**config.mk**
```make
export PLATFORM = sky130hd
export DESIGN_NAME = multi_cycle_timer
export DESIGN_NICKNAME = d
export VERILOG_FILES = /design/src/rtl/multi_cycle_timer.sv
export SDC_FILE = /design/constraint.sdc
export NUM_CORES = 1
export LEC_CHECK = 0
export CAP_MARGIN = 20
export CORE_MARGIN = 1.5
export CORE_UTILIZATION = 46
export CTS_CLUSTER_DIAMETER = 30
export DETAILED_ROUTE_END_ITERATION = 10
export MAX_ROUTING_LAYER = met4
export PLACE_DENSITY_LB_ADDON = 0.2
export SLEW_MARGIN = 10
export SYNTH_ARGS = -nofsm -noshare
export SYNTH_HDL_FRONTEND = slang
export SYNTH_SLANG_ARGS = --single-unit
```
**constraint.sdc**
```tcl
create_clock -name clk_i -period 2.7 [get_ports clk_i]
set_input_delay 0.27 -clock clk_i [delete_from_list [all_inputs] [get_ports clk_i]]
set_output_delay 0.27 -clock clk_i [all_outputs]
set_load 0.01 [all_outputs]
```
**src/rtl/multi_cycle_timer.sv**
```systemverilog
// multi_cycle_timer
//   Multi-channel countdown timer for cycle-budget and watchdog measurement.
//   Each channel loads a count, decrements it on every tick while running and
//   flags expiry with a one-cycle done pulse plus a sticky interrupt bit.
//   Channels are one-shot (return to IDLE on expiry) or periodic (auto-reload).
//
//   Optional feature macro: MULTI_CYCLE_TIMER_PRESCALE_EN
//     defined   : adds prescale_i; tick = enable_i on every (prescale_i+1)-th
//                 enabled cycle, using one prescale counter shared by all channels.
//     undefined : tick = enable_i.
//
// Ports
//   clk_i         clock
//   rstn_i        asynchronous active-low reset
//   ch_sel_i      channel addressed by start/stop/readout (>= NUM_CH: none)
//   start_i       load cycles_i/mode_i into the selected channel and run
//   stop_i        abort the selected channel (wins over start_i)
//   cycles_i      load/reload value (0 means the start is ignored)
//   mode_i        0 = one-shot, 1 = periodic
//   enable_i      global count enable
//   prescale_i    tick divider, only with MULTI_CYCLE_TIMER_PRESCALE_EN
//   irq_clr_i     write-1-to-clear mask for irq_status_o
//   readout_o     registered post-edge count of the selected channel
//   busy_o        per-channel RUN state (this vector is the FSM state)
//   done_o        one-cycle pulse per channel on expiry
//   irq_status_o  sticky per-channel expiry flags
//   irq_o         OR of irq_status_o
//
// Handshake: start_i/stop_i are single-cycle commands sampled on every rising
// edge; there is no ready, a command is acted on in the cycle it is presented.

`ifndef kCYCLE_COUNTER_WIDTH
`define kCYCLE_COUNTER_WIDTH 16
`endif

module multi_cycle_timer #(
   parameter int CNT_WIDTH = `kCYCLE_COUNTER_WIDTH,
   parameter int NUM_CH    = 4,
   parameter int CH_W      = (NUM_CH > 1) ? $clog2(NUM_CH) : 1,
   parameter int PRE_WIDTH = 8
) (
   input  logic                 clk_i,
   input  logic                 rstn_i,
   input  logic [CH_W-1:0]      ch_sel_i,
   input  logic                 start_i,
   input  logic                 stop_i,
   input  logic [CNT_WIDTH-1:0] cycles_i,
   input  logic                 mode_i,
   input  logic                 enable_i,
`ifdef MULTI_CYCLE_TIMER_PRESCALE_EN
   input  logic [PRE_WIDTH-1:0] prescale_i,
`endif
   input  logic [NUM_CH-1:0]    irq_clr_i,
   output logic [CNT_WIDTH-1:0] readout_o,
   output logic [NUM_CH-1:0]    busy_o,
   output logic [NUM_CH-1:0]    done_o,
   output logic [NUM_CH-1:0]    irq_status_o,
   output logic                 irq_o
);

   if (NUM_CH < 1 || NUM_CH > 16) begin : g_bad_num_ch
      $error("multi_cycle_timer: NUM_CH must be 1..16");
   end
   if (PRE_WIDTH < 1) begin : g_bad_pre_width
      $error("multi_cycle_timer: PRE_WIDTH must be >= 1");
   end

   typedef enum logic {
      ST_IDLE = 1'b0,
      ST_RUN  = 1'b1
   } state_t;

   state_t               state_q  [NUM_CH];
   state_t               state_d  [NUM_CH];
   logic [CNT_WIDTH-1:0] cnt_q    [NUM_CH];
   logic [CNT_WIDTH-1:0] cnt_d    [NUM_CH];
   logic [CNT_WIDTH-1:0] reload_q [NUM_CH];
   logic [CNT_WIDTH-1:0] reload_d [NUM_CH];
   logic [NUM_CH-1:0]    mode_q;
   logic [NUM_CH-1:0]    mode_d;
   logic [NUM_CH-1:0]    sel_hit;
   logic [NUM_CH-1:0]    expire;
   logic [NUM_CH-1:0]    busy_d;
   logic [NUM_CH-1:0]    irq_d;
   logic [CNT_WIDTH-1:0] readout_d;
   logic                 tick;

`ifdef MULTI_CYCLE_TIMER_PRESCALE_EN
   // Shared divider; it is held at 0 while every channel is idle so the first
   // tick after a start from all-idle always comes prescale_i+1 cycles later.
   logic [PRE_WIDTH-1:0] pre_q;
   logic                 pre_wrap;

   assign pre_wrap = (pre_q == prescale_i);
   assign tick     = enable_i && pre_wrap;

   always_ff @(posedge clk_i or negedge rstn_i) begin
      if (!rstn_i) begin
         pre_q <= '0;
      end else if (busy_o == '0) begin
         pre_q <= '0;
      end else if (enable_i) begin
         pre_q <= pre_wrap ? '0 : pre_q + PRE_WIDTH'(1);
      end
   end
`else
   assign tick = enable_i;
`endif

   // Next-state logic. Priority per channel: stop, accepted start, countdown.
   // A restart therefore pre-empts an expiry in the same cycle.
   always_comb begin
      readout_d = '0;
      for (int i = 0; i < NUM_CH; i++) begin
         state_d[i]  = state_q[i];
         cnt_d[i]    = cnt_q[i];
         reload_d[i] = reload_q[i];
         mode_d[i]   = mode_q[i];
         expire[i]   = 1'b0;
         // Selects >= NUM_CH match no channel, so they are naturally ignored.
         sel_hit[i]  = (ch_sel_i == CH_W'(i));

         if (sel_hit[i] && stop_i) begin
            state_d[i] = ST_IDLE;
            cnt_d[i]   = '0;
         end else if (sel_hit[i] && start_i && (cycles_i != '0)) begin
            state_d[i]  = ST_RUN;
            cnt_d[i]    = cycles_i;
            reload_d[i] = cycles_i;
            mode_d[i]   = mode_i;
         end else if ((state_q[i] == ST_RUN) && tick) begin
            if (cnt_q[i] == CNT_WIDTH'(1)) begin
               expire[i] = 1'b1;
               if (mode_q[i]) begin
                  cnt_d[i] = reload_q[i];
               end else begin
                  cnt_d[i]   = '0;
                  state_d[i] = ST_IDLE;
               end
            end else if (cnt_q[i] != '0) begin
               cnt_d[i] = cnt_q[i] - CNT_WIDTH'(1);
            end
         end

         busy_d[i] = (state_d[i] == ST_RUN);
         if (sel_hit[i]) begin
            readout_d = cnt_d[i];
         end
      end
      // Set beats clear when both land in the same cycle.
      irq_d = (irq_status_o & ~irq_clr_i) | expire;
   end

   always_ff @(posedge clk_i or negedge rstn_i) begin
      if (!rstn_i) begin
         for (int i = 0; i < NUM_CH; i++) begin
            state_q[i]  <= ST_IDLE;
            cnt_q[i]    <= '0;
            reload_q[i] <= '0;
         end
         mode_q       <= '0;
         readout_o    <= '0;
         busy_o       <= '0;
         done_o       <= '0;
         irq_status_o <= '0;
         irq_o        <= 1'b0;
      end else begin
         for (int i = 0; i < NUM_CH; i++) begin
            state_q[i]  <= state_d[i];
            cnt_q[i]    <= cnt_d[i];
            reload_q[i] <= reload_d[i];
         end
         mode_q       <= mode_d;
         readout_o    <= readout_d;
         busy_o       <= busy_d;
         done_o       <= expire;
         irq_status_o <= irq_d;
         irq_o        <= |irq_d;
      end
   end

endmodule

```
Word level (Yosys, flattened, before mapping)
Cells that the tools add are included.
{"block": "totals", "register_bits": 165, "in_bits": 28, "out_inout_bits": 29, "wordCells": 130}
{"block": "classes", "addsub": 4, "n_eq_ne": 7, "muxes": 64, "bitwise_logic": 7, "reduce_logical": 27}
{"operator": "2-to-1 mux 16 bit", "n": 28}
{"operator": "nonzero test 16 bit", "n": 5}
{"operator": "equality test 16 x 1 -> 1 bit (second input constant)", "n": 4}
{"operator": "subtractor 16 x 1 -> 16 bit (second input constant)", "n": 4}
{"operator": "2-to-1 mux 1 bit", "n": 36}
{"operator": "logical AND 1 bit", "n": 16}
{"operator": "AND reduction 2 bit", "n": 4}
{"operator": "bitwise AND 4 bit", "n": 1}
{"operator": "equality test 2 bit (second input constant)", "n": 2}
{"operator": "NOT 1 bit", "n": 4}
{"operator": "NOT 4 bit", "n": 1}
{"operator": "OR 4 bit", "n": 1}
{"operator": "OR reduction 4 bit", "n": 1}
{"operator": "equality test 2 x 1 -> 1 bit (second input constant)", "n": 1}
{"operator": "logical NOT 2 bit", "n": 1}

Longest topological paths before layout
Gate-level depths: netlist of run 1.
{"block": "logic_depth", "word_depth": 10, "mapped_depth": 11}

Worst setup path after synthesis of run 1
OpenSTA, ideal clock, no wires.
{"block": "synth_path", "path_kind": "register -> register", "from": "register cnt_q[1] (netlist name)", "to": "register readout_o[12]", "setup_time_ns": 0.126, "arrival_time_ns": 2.488, "t_required_ns": 2.574, "setup_slack_ns": 0.086, "path_stages_with_launch": 11, "n_path_buf": 1, "period_less_slack_ns": 2.614, "path_cell_list": "dfrtp_1 > inv_1 > ha_1 > or4b_2 > or4_4 > buf_6 > a21oi_2 > o21ai_0 > nand2_1 > o21ai_1 > a221o_1"}
{"item": "start, declared", "line": "75", "rtl": "logic [CNT_WIDTH-1:0] cnt_q [NUM_CH];"}
{"item": "start signal, assigned by index", "line": "170", "rtl": "cnt_q[i] <= cnt_d[i];"}
{"item": "end signal, assigned", "line": "174", "rtl": "readout_o <= readout_d;"}
{"item": "end, declared", "line": "54", "rtl": "output logic [CNT_WIDTH-1:0] readout_o,"}

Worst setup path in the final report of run 1
{"block": "layout_path", "from": "register cnt_q[1] (netlist name)", "to": "register readout_o[3]"}
{"block": "layout_via", "elab_chain_len": 7}
{"item": "subtractor 16 x 1 -> 16 bit or nonzero test 16 bit (tied branches)", "line": "141, 140"}
{"item": "2-to-1 mux 16 bit", "line": "140", "rtl": "end else if (cnt_q[i] != '0) begin"}
{"item": "2-to-1 mux 16 bit (*)", "line": "132", "rtl": "if (cnt_q[i] == CNT_WIDTH'(1)) begin"}
{"item": "2-to-1 mux 16 bit (*)", "line": "131", "rtl": "end else if ((state_q[i] == ST_RUN) && tick) begin"}
{"item": "2-to-1 mux 16 bit (*)", "line": "126", "rtl": "end else if (sel_hit[i] && start_i && (cycles_i != '0)) begin"}
{"item": "2-to-1 mux 16 bit (*)", "line": "123", "rtl": "if (sel_hit[i] && stop_i) begin"}
{"item": "2-to-1 mux 16 bit (*)", "line": "146", "rtl": "if (sel_hit[i]) begin"}
{"item": "named net readout_d[3]", "line": "85", "rtl": "logic [CNT_WIDTH-1:0] readout_d;"}
The timed path passes the listed nets; every way through them passes the cells marked *.
A chain may end at the register's enable or synchronous reset.

==> impl_metrics.csv, run 1 <==
group,metric,value,unit
run_status,status,"finished clean",
worst_setup_path,r2r_slack,40,ps
synth,syn_avg_cell_area,8.56,um2
die,core,20400,um2
die,start_util,47.3,%
die,die_w,148,um
placed_design,hpwl,29.4,mm
synth,synth_top_cell_area_share,41.8,%
worst_setup_path,worstReg2RegEnd,"readout_o[3]",
worst_setup_path,path_max_fanout,7,
timing,finalSetupViolations,0,
clock_network,cts_buffers,17,
placed_design,port_buffers,56,
clock_network,cts_tree,"yes",
synth,synth-edff-count,0,
cells_and_area,regArea,4030,um2
worst_setup_path,critPathSlowestCell,"or4b_4",
hold_path,min_path_cells,3,
grt,grt_pass1_wl,61.2,mm
hold_path,min-delay-start,"cycles_i[13]",
worst_setup_path,required,3080,ps
routing,drtPass1Iterations,6,
cells_and_area,final_util,65.8,%
worst_setup_path,crit_arrival,3040,ps
timing,tightest_slew,711,ps
synth,synth_compound_area_share,22.2,%
synth,syn-num-nets,1166,
synth,ys_seq_area_share,41.8,%
cells_and_area,fin_area,13400,um2
die,rows,52,
worst_setup_path,max_stage_delay,500,ps
cells_and_area,multi_input_area,5410,um2
synth,synth.largest_area_cell,"dfrtp_1",
cells_and_area,layout-drive-gt1-share,29.3,%
routing,drt_first_iter_violations,1226,
clock_network,cts_sinks,161,
routing,drc,0,
job,drv_cap,0,
synth,async_flop_share,100,%
routing,wire_per_inst,23.3,um
grt,overflow,0,
timing,rsz0062_at_grt,"true",
synth,synth_cell_types,87,
routing,ant_nets,0,
timing,fin_ws,36.1,ps
die,die-area,21800,um2
synth,synth_top_family_by_area,"simple AND/OR/NAND/NOR gates",
worst_setup_path,r2r-start,"cnt_q[1]",
clock_network,clockBufferDepth,2,
hold_path,hold_end,"cnt_q[61]",
synth,synth.area.top_cells,"dfrtp_1, nand2_1, nor2_1",
synth,yosys.area_share.simple,28.6,%
die,num_io_pins,57,
routing,dr_total_vias,10600,
timing,min_period_over_period,98.7,%
routing,dr_wl_met2,17.9,mm
clock_network,path_clk_slew,70,ps
hold_path,hp-class,"input pin to flip-flop",
grt,grt_pass1_vias,10300,
routing,route.met3.wl,3.73,mm
timing,drv_slew,0,
grt,grt_use_total,38.3,%
routing,finalWirelength,40.0,mm
synth,synth_ff_type,"dfrtp_1",
placed_design,dp_slack,-742,ps
synth,synthAdderAreaFrac,1.56,%
die,die_y,148,um
cells_and_area,fill_cells,1705,
routing,met1_length,16.4,mm
pwr,leakagePower,0.00617,uW
synth,ys_seq_elements,161,
timing,skew,13.0,ps
worst_setup_path,r2r_cells,12,
timing,min_period,2660,ps
worst_setup_path,crit_path_start_kind,"flip-flop",
synth,synth.most_common_cell,"nand2_1",
cells_and_area,diodes,0,
synth,synthMuxAreaShare,1.05,%
grt,grt_antenna_before_repair,1,
pwr,total_power,10100,uW
timing,setup-tns-final,0,ps
timing,hold_viol,0,
synth,yosys_warnings,0,
pwr,peakVddDrop,0.443,mV
grt,grt_max_degree,67,
synth,synth_xor_area_share,0.273,%
worst_setup_path,end_kind,"flip-flop",
pwr,power.density,754,nW/um2
worst_setup_path,worstSetupPathType,"flip-flop to flip-flop",
timing,fmax,375,MHz
cells_and_area,fin_nets,1473,
worst_setup_path,cp.depth,12,
timing,slew_headroom,52.6,%
synth,synth_area,9640,um2
synth,netlist_instances,1126,
worst_setup_path,crit_family,"simple AND/OR/NAND/NOR gates",
placed_design,dpl-instance-area,12400,um2
worst_setup_path,cp.buffers_inverters,4,
cells_and_area,syn_to_final_growth,39.1,%
clock_network,ctsHtreeMaxLevel,4,
clock_network,root_buffer,"clkbuf_16",
clock_network,clock_latency,440,ps
worst_setup_path,crit_chain,"inv_1, ha_1, or4b_4, buf_4, nor4_4, buf_6, nand3_1, nand3_1, o211ai_1, a31oi_1, buf_4, and3b_1",
synth,netlist_top_cells_count,"nand2_1, dfrtp_1, nor2_1",
placed_design,gp_congestion,1.09,
routing,vias_per_cell,6.21,
routing,top_layer,"met4",
cells in the final DEF, fill, tap and decap left out, types with 8 or more instances in the layout:
master / synthesis / layout
buf_12: 0 / 9
nor4_1: 21 / 20
nand3_1: 40 / 40
nand2_1: 270 / 269
or3_1: 12 / 11
and3_1: 13 / 12
dlymetal6s2s_1: 0 / 8
mux2i_1: 9 / 9
buf_4: 5 / 289
ha_1: 12 / 9
a211oi_1: 17 / 16
nor2_1: 65 / 65
a32oi_1: 10 / 10
nand4_1: 20 / 20
clkbuf_16: 0 / 17
a21oi_1: 47 / 46
dfrtp_1: 161 / 160
inv_1: 26 / 23
o21ai_0: 42 / 39
or4_4: 3 / 11
a31oi_1: 10 / 10
o31ai_1: 14 / 12
nor3_1: 36 / 30
clkdlybuf4s50_1: 0 / 44
o22ai_1: 16 / 15
o211ai_1: 19 / 19
metal layers:
layer | vias to the layer above | global-route usage [%]
li1 | 4794 | -
met1 | 5132 | 50.2
met2 | 612 | 56.1
met3 | 110 | 7.62
met4 | 0 | 19.7
met5 | - | -
registers in the layout, summed over array words and instances (netlist names):
| name | flops |
|---|---|
| reload_q | 64 |
| cnt_q | 64 |
| busy_o | 4 |
| done_o | 4 |
| irq_status_o | 4 |
| mode_q | 4 |
| readout_o | 16 |
| irq_o | 1 |
cell type report:
type,count,share of cell area (%)
clock buffer,20,3.33
sequential,161,30.1
multi-input combinational,869,40.4
inverter,26,0.728
tap,270,2.52
timing repair buffer,358,22.2
clock inverter,12,0.812
tightest hold or removal path, stage by stage:
cell            delay, ps
dlymetal6s2s_1        150
nand2_1               100
o211ai_1              120
what timing repair did:
action                                 4_1_cts  5_1_grt
buffers inserted                             9       14
pin swaps                                    9       22
endpoints found under the hold margin       63        0
resized for setup                           19       47
hold buffers                                 1        0
gates cloned                                 0        1
setup endpoints to repair                   18       17
power breakdown:
| group | switching, uW | internal (uW) | leakage (uW) |
|---|---|---|---|
| registers | 573 | 2940 | 0.00204 |
| clock network | 1060 | 1300 | 0.000271 |
| logic | 2280 | 1950 | 0.00387 |
| total | 3910 | 6180 | 0.00617 |
cell families after synthesis:
kind of cell / count (synthesis)
fa+ha+maj: 12
xor+xnor: 3
buf+inv: 97
compound gates: 288
mux: 10
flops: 161
simple gates: 555
stage by stage:
step           cells  hold WS, ps
3_5_place_dp    1659          334
3_3_place_gp    1659          335
2_1_floorplan   1126        -25.6
6_report        1716          255
5_1_grt         1716          276
4_1_cts         1701          430
worst max path at each step:
stage,start,slack [ps],to
2_1_floorplan,cnt_q[1],90,readout_o[12]
3_3_place_gp,cycles_i[0],-670,readout_o[12]
3_5_place_dp,cycles_i[0],-740,readout_o[12]
4_1_cts,cnt_q[1],7,readout_o[9]
5_1_grt,cnt_q[6],-50,readout_o[3]
6_report,cnt_q[1],40,readout_o[3]
Note: power is estimated with default switching activity, not from simulation.
==> inputs of run 2 (changes only) <==
- CTS_CLUSTER_DIAMETER: 30 -> default
==> results of run 2 <==
The final DEF is identical to that of run 1; final timing and power are the same.
